$ cat src/rtl/seq_ctrl_if.sv
// seq_ctrl_if: bundle between the SEQ phase sequencer and the datapath units.
// The master side is the sequencer itself; the slave side is the fetch,
// execute and memory units plus whoever issues start.
// When SEQ_CTRL_RETIRE_CNT_EN is defined the bundle also carries the
// 32-bit retired-instruction count.
interface seq_ctrl_if;
  logic        start;
  logic [3:0]  in_code;
  logic [63:0] val_p;
  logic [63:0] val_c;
  logic        flag_halt;
  logic        bad_mem;
  logic        in_error;
  logic        cnd;
  logic [63:0] val_m;
  logic        mem_ready;
  logic [63:0] p_ctr;
  logic        fetch_en;
  logic        decode_en;
  logic        exec_en;
  logic        mem_en;
  logic        wb_en;
  logic [2:0]  stat;
  logic        busy;
`ifdef SEQ_CTRL_RETIRE_CNT_EN
  logic [31:0] retired;

  modport master (
    input  start, in_code, val_p, val_c, flag_halt, bad_mem, in_error,
           cnd, val_m, mem_ready,
    output p_ctr, fetch_en, decode_en, exec_en, mem_en, wb_en, stat, busy,
           retired
  );

  modport slave (
    output start, in_code, val_p, val_c, flag_halt, bad_mem, in_error,
           cnd, val_m, mem_ready,
    input  p_ctr, fetch_en, decode_en, exec_en, mem_en, wb_en, stat, busy,
           retired
  );
`else
  modport master (
    input  start, in_code, val_p, val_c, flag_halt, bad_mem, in_error,
           cnd, val_m, mem_ready,
    output p_ctr, fetch_en, decode_en, exec_en, mem_en, wb_en, stat, busy
  );

  modport slave (
    output start, in_code, val_p, val_c, flag_halt, bad_mem, in_error,
           cnd, val_m, mem_ready,
    input  p_ctr, fetch_en, decode_en, exec_en, mem_en, wb_en, stat, busy
  );
`endif
endinterface

$ cat src/rtl/seq_ctrl.sv
// seq_ctrl: multi-cycle phase sequencer and PC owner for the SEQ Y86-64 core.
// Walks FETCH, DECODE, EXECUTE, MEMORY, WRBACK, PCUPD one phase per cycle
// (MEMORY may stretch while waiting for mem_ready), selects the next PC and
// turns fetch faults, halts and memory timeouts into the status code.
// Optional feature: define SEQ_CTRL_RETIRE_CNT_EN to add a saturating
// 32-bit retired-instruction counter on the interface.
module seq_ctrl #(
  parameter logic [63:0] RESET_PC    = 64'd0,
  parameter logic [63:0] IMEM_LIMIT  = 64'd1023,
  parameter int          MEM_TIMEOUT = 15
) (
  input  logic       clock,
  input  logic       reset,
  seq_ctrl_if.master bus
);

  localparam logic [2:0] STAT_AOK = 3'd1;
  localparam logic [2:0] STAT_HLT = 3'd2;
  localparam logic [2:0] STAT_ADR = 3'd3;
  localparam logic [2:0] STAT_INS = 3'd4;

  // Last wait-count value at which a missing mem_ready becomes a timeout.
  localparam logic [7:0] TIMEOUT_LAST = 8'(MEM_TIMEOUT - 1);

  typedef enum logic [3:0] {
    S_IDLE,
    S_FETCH,
    S_DECODE,
    S_EXECUTE,
    S_MEMORY,
    S_WRBACK,
    S_PCUPD,
    S_HALTED,
    S_FAULT
  } state_t;

  state_t      state;
  logic [7:0]  wait_cnt;
  logic [63:0] val_m_q;
  logic [63:0] next_pc;

  // Next-PC selection from the instruction class; ret uses the value latched in MEMORY.
  always_comb begin
    next_pc = bus.val_p;
    case (bus.in_code)
      4'd8:    next_pc = bus.val_c;
      4'd7:    next_pc = bus.cnd ? bus.val_c : bus.val_p;
      4'd9:    next_pc = val_m_q;
      default: next_pc = bus.val_p;
    endcase
  end

  // Phase sequencer: each transition also sets the registered enables/busy for the state being entered.
  always_ff @(posedge clock or posedge reset) begin
    if (reset) begin
      state         <= S_IDLE;
      bus.p_ctr     <= RESET_PC;
      bus.stat      <= STAT_AOK;
      bus.fetch_en  <= 1'b0;
      bus.decode_en <= 1'b0;
      bus.exec_en   <= 1'b0;
      bus.mem_en    <= 1'b0;
      bus.wb_en     <= 1'b0;
      bus.busy      <= 1'b0;
      wait_cnt      <= 8'd0;
      val_m_q       <= 64'd0;
`ifdef SEQ_CTRL_RETIRE_CNT_EN
      bus.retired   <= 32'd0;
`endif
    end else begin
      case (state)
        S_IDLE: begin
          if (bus.start) begin
            if (bus.p_ctr > IMEM_LIMIT) begin
              state    <= S_FAULT;
              bus.stat <= STAT_ADR;
            end else begin
              state        <= S_FETCH;
              bus.fetch_en <= 1'b1;
              bus.busy     <= 1'b1;
            end
          end
        end
        S_FETCH: begin
          state         <= S_DECODE;
          bus.fetch_en  <= 1'b0;
          bus.decode_en <= 1'b1;
        end
        S_DECODE: begin
          bus.decode_en <= 1'b0;
          if (bus.bad_mem) begin
            state    <= S_FAULT;
            bus.stat <= STAT_ADR;
            bus.busy <= 1'b0;
          end else if (bus.in_error) begin
            state    <= S_FAULT;
            bus.stat <= STAT_INS;
            bus.busy <= 1'b0;
          end else if (bus.flag_halt) begin
            state    <= S_HALTED;
            bus.stat <= STAT_HLT;
            bus.busy <= 1'b0;
          end else begin
            state       <= S_EXECUTE;
            bus.exec_en <= 1'b1;
          end
        end
        S_EXECUTE: begin
          state       <= S_MEMORY;
          bus.exec_en <= 1'b0;
          bus.mem_en  <= 1'b1;
          wait_cnt    <= 8'd0;
        end
        S_MEMORY: begin
          if (bus.mem_ready) begin
            val_m_q    <= bus.val_m;
            state      <= S_WRBACK;
            bus.mem_en <= 1'b0;
            bus.wb_en  <= 1'b1;
          end else if (wait_cnt == TIMEOUT_LAST) begin
            state      <= S_FAULT;
            bus.stat   <= STAT_ADR;
            bus.mem_en <= 1'b0;
            bus.busy   <= 1'b0;
          end else begin
            wait_cnt <= wait_cnt + 8'd1;
          end
        end
        S_WRBACK: begin
          state     <= S_PCUPD;
          bus.wb_en <= 1'b0;
        end
        S_PCUPD: begin
          bus.p_ctr <= next_pc;
          if (next_pc > IMEM_LIMIT) begin
            state    <= S_FAULT;
            bus.stat <= STAT_ADR;
            bus.busy <= 1'b0;
          end else begin
            state        <= S_FETCH;
            bus.fetch_en <= 1'b1;
`ifdef SEQ_CTRL_RETIRE_CNT_EN
            if (bus.retired != 32'hFFFF_FFFF) begin
              bus.retired <= bus.retired + 32'd1;
            end
`endif
          end
        end
        default: begin
          state <= state;
        end
      endcase
    end
  end

endmodule

$ cat src/flat_wrapper.sv
// flat-port wrapper written by rule: the top's interface ports become plain ports
module seq_ctrl_flat 
#(
  parameter logic [63:0] RESET_PC    = 64'd0,
  parameter logic [63:0] IMEM_LIMIT  = 64'd1023,
  parameter int          MEM_TIMEOUT = 15
)
  (clock, reset, bus_start, bus_in_code, bus_val_p, bus_val_c, bus_flag_halt, bus_bad_mem, bus_in_error, bus_cnd, bus_val_m, bus_mem_ready, bus_p_ctr, bus_fetch_en, bus_decode_en, bus_exec_en, bus_mem_en, bus_wb_en, bus_stat, bus_busy);
  seq_ctrl_if bus_i ();
  input  logic clock;
  input  logic reset;
  input wire logic [$bits(bus_i.start)-1:0] bus_start;
  input wire logic [$bits(bus_i.in_code)-1:0] bus_in_code;
  input wire logic [$bits(bus_i.val_p)-1:0] bus_val_p;
  input wire logic [$bits(bus_i.val_c)-1:0] bus_val_c;
  input wire logic [$bits(bus_i.flag_halt)-1:0] bus_flag_halt;
  input wire logic [$bits(bus_i.bad_mem)-1:0] bus_bad_mem;
  input wire logic [$bits(bus_i.in_error)-1:0] bus_in_error;
  input wire logic [$bits(bus_i.cnd)-1:0] bus_cnd;
  input wire logic [$bits(bus_i.val_m)-1:0] bus_val_m;
  input wire logic [$bits(bus_i.mem_ready)-1:0] bus_mem_ready;
  output wire logic [$bits(bus_i.p_ctr)-1:0] bus_p_ctr;
  output wire logic [$bits(bus_i.fetch_en)-1:0] bus_fetch_en;
  output wire logic [$bits(bus_i.decode_en)-1:0] bus_decode_en;
  output wire logic [$bits(bus_i.exec_en)-1:0] bus_exec_en;
  output wire logic [$bits(bus_i.mem_en)-1:0] bus_mem_en;
  output wire logic [$bits(bus_i.wb_en)-1:0] bus_wb_en;
  output wire logic [$bits(bus_i.stat)-1:0] bus_stat;
  output wire logic [$bits(bus_i.busy)-1:0] bus_busy;
  assign bus_i.start = bus_start;
  assign bus_i.in_code = bus_in_code;
  assign bus_i.val_p = bus_val_p;
  assign bus_i.val_c = bus_val_c;
  assign bus_i.flag_halt = bus_flag_halt;
  assign bus_i.bad_mem = bus_bad_mem;
  assign bus_i.in_error = bus_in_error;
  assign bus_i.cnd = bus_cnd;
  assign bus_i.val_m = bus_val_m;
  assign bus_i.mem_ready = bus_mem_ready;
  assign bus_p_ctr = bus_i.p_ctr;
  assign bus_fetch_en = bus_i.fetch_en;
  assign bus_decode_en = bus_i.decode_en;
  assign bus_exec_en = bus_i.exec_en;
  assign bus_mem_en = bus_i.mem_en;
  assign bus_wb_en = bus_i.wb_en;
  assign bus_stat = bus_i.stat;
  assign bus_busy = bus_i.busy;
  seq_ctrl #(.RESET_PC(RESET_PC), .IMEM_LIMIT(IMEM_LIMIT), .MEM_TIMEOUT(MEM_TIMEOUT)) u_core (.clock(clock), .reset(reset), .bus(bus_i));
endmodule
$ cat config.mk
export PLATFORM = sky130hd
export DESIGN_NAME = seq_ctrl_flat
export DESIGN_NICKNAME = d
export VERILOG_FILES = /design/src/rtl/seq_ctrl_if.sv /design/src/rtl/seq_ctrl.sv /design/src/flat_wrapper.sv
export SDC_FILE = /design/constraint.sdc
export NUM_CORES = 1
export LEC_CHECK = 0
export ABC_AREA = 1
export BUFFER_PORTS_ARGS = -buffer_cell sky130_fd_sc_hd__buf_4
export CELL_PAD_IN_SITES_DETAIL_PLACEMENT = 0
export CELL_PAD_IN_SITES_GLOBAL_PLACEMENT = 1
export CORE_UTILIZATION = 35
export DETAILED_ROUTE_END_ITERATION = 6
export HOLD_SLACK_MARGIN = 0.15
export PLACE_DENSITY_LB_ADDON = 0.2
export SETUP_SLACK_MARGIN = 0.02
export SYNTH_ARGS = -nofsm -noshare
export SYNTH_HDL_FRONTEND = slang
export SYNTH_SLANG_ARGS = --single-unit
$ cat constraint.sdc
create_clock -name clock -period 5.92 [get_ports clock]
set_clock_uncertainty 0.15 [all_clocks]
set_input_delay 0.296 -clock clock [delete_from_list [all_inputs] [get_ports clock]]
set_output_delay 0.296 -clock clock [all_outputs]
set_load 0.005 [all_outputs]
# Word level (Yosys, flattened, before mapping)
# Cells that the tools add are included.
dict set report op_classes {
  div 0
  eq_ne 24
  reduce_logical 17
  mux 43
  magnitude_cmp 2
  shift 0
  n_mul 0
  addsub 1
  bitwise_logic 0
}
# op n
set op_table {}
lappend op_table {{$pmux W64 S3} 1}
lappend op_table {{$gt A64 B10 Y1 const B} 2}
lappend op_table {{$mux W64} 1}
lappend op_table {{$mux W4} 7}
lappend op_table {{$pmux W4 S7} 1}
lappend op_table {{$mux W3} 9}
lappend op_table {{$ne A2 B2 Y1 const B} 9}
lappend op_table {{$eq A4 B3 Y1 const B} 4}
lappend op_table {{$mux W8} 2}
lappend op_table {{$pmux W8 S2} 1}
lappend op_table {{$mux W1} 14}
lappend op_table {{$reduce_and A7 Y1} 2}
lappend op_table {{$pmux W3 S4} 1}
lappend op_table {{$add A8 B1 Y8 const B} 1}
lappend op_table {{$eq A4 B2 Y1 const B} 2}
lappend op_table {{$eq A4 B4 Y1 const B} 2}
lappend op_table {{$eq A8 B4 Y1 const B} 1}
lappend op_table {{$pmux W1 S2} 4}
lappend op_table {{$reduce_and A4 Y1} 2}
lappend op_table {{$reduce_bool A2 Y1} 4}
lappend op_table {{$reduce_bool A7 Y1} 1}
lappend op_table {{$ne A2 B1 Y1 const B} 3}
lappend op_table {{$reduce_and A2 Y1} 3}
lappend op_table {{$reduce_and A3 Y1} 2}
lappend op_table {{other kinds (8)} 8}
dict set report totals {
  input_bits 204
  latch_bits 0
  mem_count 0
  mem_bits_rw 0
  rom_bits 0
  elab_cells 98
  ff_bits 149
}

# Longest topological paths before layout
dict set report depth {
  depth_word 5
  mapped_depth 18
  ltp_nobuf 17
}

# Worst setup path after synthesis
# No wires, ideal clock.
dict set report synth_path {
  path_type {input -> register}
  start {in bus_cnd}
  end {reg u_core.state[0]}
  arrival_time_ps 1762
  setup_slack_ps 3943
  path_stages 14
  setup_ps 65
  t_required_ps 5705
  path_buffers 2
  path_cell_list {buf_2 -> clkbuf_1 -> o21ai_0 -> nand2_1 -> nand3_1 -> a21oi_1 -> nand2_1 -> nor2_1 -> nand3_1 -> nor2_1 -> nand4_2 -> nand2_1 -> nand3_1 -> nand2_1}
}
dict set report synth_via {
  elab_chain_cells 5
}
# item line_no
set synth_lines {}
lappend synth_lines {{start: declaration} flat_wrapper.sv:19} ;# input wire logic [$bits(bus_i.cnd)-1:0] bus_cnd;
lappend synth_lines {{$mux W64} seq_ctrl.sv:47} ;# 4'd7: next_pc = bus.cnd ? bus.val_c : bus.val_p;
lappend synth_lines {{$pmux W64 S3} seq_ctrl.sv:45} ;# case (bus.in_code)
lappend synth_lines {{$gt A64 B10 Y1} seq_ctrl.sv:135} ;# if (next_pc > IMEM_LIMIT) begin
lappend synth_lines {{$mux W4} seq_ctrl.sv:135}
lappend synth_lines {{$pmux W4 S7} seq_ctrl.sv:71} ;# case (state)
lappend synth_lines {{end signal: assignment} seq_ctrl.sv:150} ;# state <= state;
lappend synth_lines {{end: declaration} seq_ctrl.sv:37} ;# state_t state;
# No other way between the ends.
# A chain may end at the register's enable or synchronous reset.

# Final worst setup path
dict set report layout_path {
  start {reg u_core.state[3]}
  end {reg u_core.bus.stat[0]}
}
dict set report layout_via {
  elab_chain_cells 3
  word_cells_on_any_way 13
  classes_between {9 x eq/ne; 1 x mux; 3 x reduce/logical}
}
# item line_no
set layout_lines {}
lappend layout_lines {{$eq A4 B2 Y1, or another cell as far along} seq_ctrl.sv:71}
lappend layout_lines {{$ne A4 B4 Y1 (no source line), or another cell as far along} -}
lappend layout_lines {{$reduce_and A7 Y1 (no source line)} -}
lappend layout_lines {{end signal: assignment} seq_ctrl.sv:76} ;# bus.stat <= STAT_ADR;
lappend layout_lines {{end signal: assignment} seq_ctrl.sv:93} ;# bus.stat <= STAT_ADR;
lappend layout_lines {{end signal: assignment} seq_ctrl.sv:97} ;# bus.stat <= STAT_INS;
lappend layout_lines {{end: declaration} seq_ctrl_if.sv:45} ;# output p_ctr, fetch_en, decode_en, exec_en, mem_en, wb_en, stat, busy
# Several ways; a longest one is shown, not always the timed one.

==> results.sh <==
export IMPL_p_leak_nw=6.22
export IMPL_grt_pass1_wl_um=50000
export IMPL_path_class="reg2reg"
export IMPL_layout_drive_gt1_share=0.220
export IMPL_grt_usage=0.274
export IMPL_root_buffer="clkbuf_16"
export IMPL_vias=9226
export IMPL_synth_cells=1204
export IMPL_route_detailed_drc=0
export IMPL_crit_top_cell="nand2_1"
export IMPL_die_x_um=156
export IMPL_worstMarginPinSlew_ns=1.15
export IMPL_syn_to_final_growth_pct=48.9
export IMPL_cp_slowest_cell="inv_2"
export IMPL_crit_start="u_core.state[3]"
export IMPL_finalHoldViolCount=0
export IMPL_final_cell_mix="nand2_1 (504), buf_4 (283), dfrtp_1 (148)"
export IMPL_cp_depth=13
export IMPL_wl_per_cell_um=17.3
export IMPL_synth_largest_area_cell="dfrtp_1"
export IMPL_timing_fmax_ghz=0.304
export IMPL_powerDensity_nw_per_um2=208
export IMPL_status="completed"
export IMPL_cp_start_kind="flop"
export IMPL_yosys_area_top_type_share=0.449
export IMPL_ant_nets=0
export IMPL_synth_area_leaders="dfrtp_1 (45%), nand2_1 (23%), nand3_1 (6.2%)"
export IMPL_via_per_inst=4.89
export IMPL_tns_ns=0
export IMPL_r2r_start="u_core.state[3]"
export IMPL_syn_area_um2=8260
export IMPL_drt_pass1_iter_count=7
export IMPL_synth_edf_count=0
export IMPL_numCtsBuffers=17
export IMPL_cts_tree="done"
export IMPL_nFillCells=2274
export IMPL_slew_headroom=0.233
export IMPL_grt_overflow_total=0
export IMPL_worstPathCellList="nor2_1 -> inv_1 -> nor2_2 -> nand2_1 -> nor2_4 -> buf_4 -> inv_2 -> nand4_1 -> o21bai_1 -> inv_1 -> nand3_2 -> nand2_1 -> nand2_1"
export IMPL_cts_sinks=149
export IMPL_rrSetupSlack_ns=2.63
export IMPL_cts_path_max_buffers=2
export IMPL_power_frac_clock=0.442
export IMPL_hold_class="in2reg"
export IMPL_p_int_mw=1.89
export IMPL_avgSynthCellArea_um2=6.86
export IMPL_synth_nets=1410
export IMPL_ys_flop_type="dfrtp_1"
export IMPL_rows=55
export IMPL_clkLatencyLatePin_ns=0.42
export IMPL_end_kind="flop"
export IMPL_crit_family="buffers and inverters"
export IMPL_final_cells=1888
export IMPL_r2r_cells=13
export IMPL_post_dp_hpwl_um=23800
export IMPL_start_util=0.360
export IMPL_switching_share=0.260
export IMPL_gp_congestion=0.920
export IMPL_rsz0062_at_grt="false"
export IMPL_finalCriticalPeriod_ns=3.29
export IMPL_seqPwrFrac=0.414
export IMPL_final_common_cell="nand2_1"
export IMPL_grt_max_degree=96
export IMPL_yosysSeqAreaShare=0.452
export IMPL_design_area_um2=12300
export IMPL_report_final_slew_viol_count=0
export IMPL_worstPathRequired_ns=6.13
export IMPL_dpl_cell_count=1741
export IMPL_drtIter0Drc=600
export IMPL_clkTransAtPathRegs_ns=0.06
export IMPL_dpl_instance_area_um2=10500
export IMPL_dieArea_um2=24200
export IMPL_worstPathMaxFanout=69
export IMPL_ys_ff_latch=149
export IMPL_arrival_ns=3.51
export IMPL_port_buffers=276
export IMPL_wl_um=32600
export IMPL_reg2reg_to="u_core.bus.stat[0]"
export IMPL_power_mw=2.55
export IMPL_diodes=0
export IMPL_p_sw_mw=0.663
export IMPL_core_area_um2=22900
export IMPL_ir_worst_vdd_uv=196
export IMPL_post_cts_buffers=0
export IMPL_io_pins=277
export IMPL_first_global_vias=8856
export IMPL_yosysUniqueCellTypes=40
export IMPL_antenna_found_initial=0
export IMPL_setup_viol=0
export IMPL_final_core_util=0.537
export IMPL_fin_crit_sh=0.557
export IMPL_async_flop_share=1.00
export IMPL_h_tree_depth=4
export IMPL_yosys_warnings=0
export IMPL_cp_slowest_stage_delay_ns=0.66
export IMPL_combinationalPowerShare=0.144
export IMPL_maxCapViolCount=0
export IMPL_path_buf_inv=4
export IMPL_setup_worst_path_end="u_core.bus.stat[0]"
export IMPL_die_h_um=156
export IMPL_nets=1768
==> metal layers <==
metal	wire length (µm)	global-route usage	vias up
met4	518	0.0710	0
met1	15400	0.397	4300
met3	1960	0.0417	32
met2	14700	0.426	343
met5	0	0	-
li1	-	-	4551
==> power groups by stage <==
stage	sequential [mW]	clock, mW	combinational [mW]
global placement	1.08	0	0.305
global route	1.06	1.18	0.401
floorplan	1.07	0	0.135
CTS	1.06	1.14	0.364
detailed placement	1.08	0	0.306
finish	1.06	1.13	0.366
==> flip-flops by register name, indices dropped and copies added, names as in the netlist <==
signal                cells
u_core.bus.stat           3
u_core.state              4
u_core.bus.p_ctr         64
u_core.bus.decode_en      1
u_core.bus.exec_en        1
u_core.wait_cnt           8
u_core.bus.fetch_en       1
u_core.val_m_q           64
u_core.bus.wb_en          1
u_core.bus.busy           1
u_core.bus.mem_en         1
==> worst min-delay path: cells and delay by family <==
family,cells,cell delay (ns)
buffers and inverters,1,0.08
and+or+nand+nor,3,0.17
AOI/OAI and AO/OA,1,0.13
==> cell families after synthesis <==
kind of cell | share of synthesized area
compound gates | 0.0829
flops | 0.452
buf+inv | 0.0726
simple gates | 0.390
fa+ha+maj | 0.00303
==> per-stage QoR <==
stage               hold slack (ns)  setup WS [ns]
finish                        0.148           2.63
floorplan                     0.263           1.47
CTS                           0.150           2.58
global route                  0.165           2.27
detailed placement            0.309           2.45
global placement              0.305           2.45
==> how the worst min path moves through the flow <==
stage | startpoint | to | slack (ns) | cells after the start
global route | bus_val_c[24] | u_core.bus.p_ctr[24] | 0.17 | 5
floorplan | bus_val_m[0] | u_core.val_m_q[0] | 0.26 | 2
finish | bus_val_c[24] | u_core.bus.p_ctr[24] | 0.15 | 5
detailed placement | u_core.val_m_q[20] | u_core.val_m_q[20] | 0.31 | 2
global placement | u_core.val_m_q[57] | u_core.val_m_q[57] | 0.31 | 2
CTS | bus_val_c[22] | u_core.bus.p_ctr[22] | 0.15 | 5
==> Yosys cell counts, types with 2 or more instances <==
| master | count |
|---|---|
| a21oi_1 | 13 |
| a41oi_1 | 10 |
| and3_1 | 2 |
| buf_1 | 5 |
| buf_2 | 17 |
| buf_4 | 2 |
| clkbuf_1 | 34 |
| dfrtp_1 | 148 |
| ha_1 | 2 |
| inv_1 | 81 |
| inv_2 | 9 |
| nand2_1 | 504 |
| nand2_2 | 6 |
| nand3_1 | 103 |
| nand4_1 | 13 |
| nor2_1 | 115 |
| nor2_2 | 5 |
| nor3_1 | 8 |
| nor3b_1 | 2 |
| nor4_1 | 12 |
| o21ai_0 | 92 |
| o21ai_1 | 3 |
==> cell type report <==
type                       count  area [µm²]  area share
clock inverter                13         174      0.0141
multi-input combinational    905        3940       0.321
tap                          313         392      0.0319
sequential                   149        3730       0.303
clock buffer                  19         433      0.0352
inverter                      91         347      0.0282
timing repair buffer         398        3280       0.266
==> timing repair <==
| action | CTS | global route |
|---|---|---|
| endpoints found under the hold margin | 193 | 0 |
| hold buffers | 115 | 0 |
| resized for setup | 0 | 0 |
Note: power is estimated with default switching activity, not from simulation.
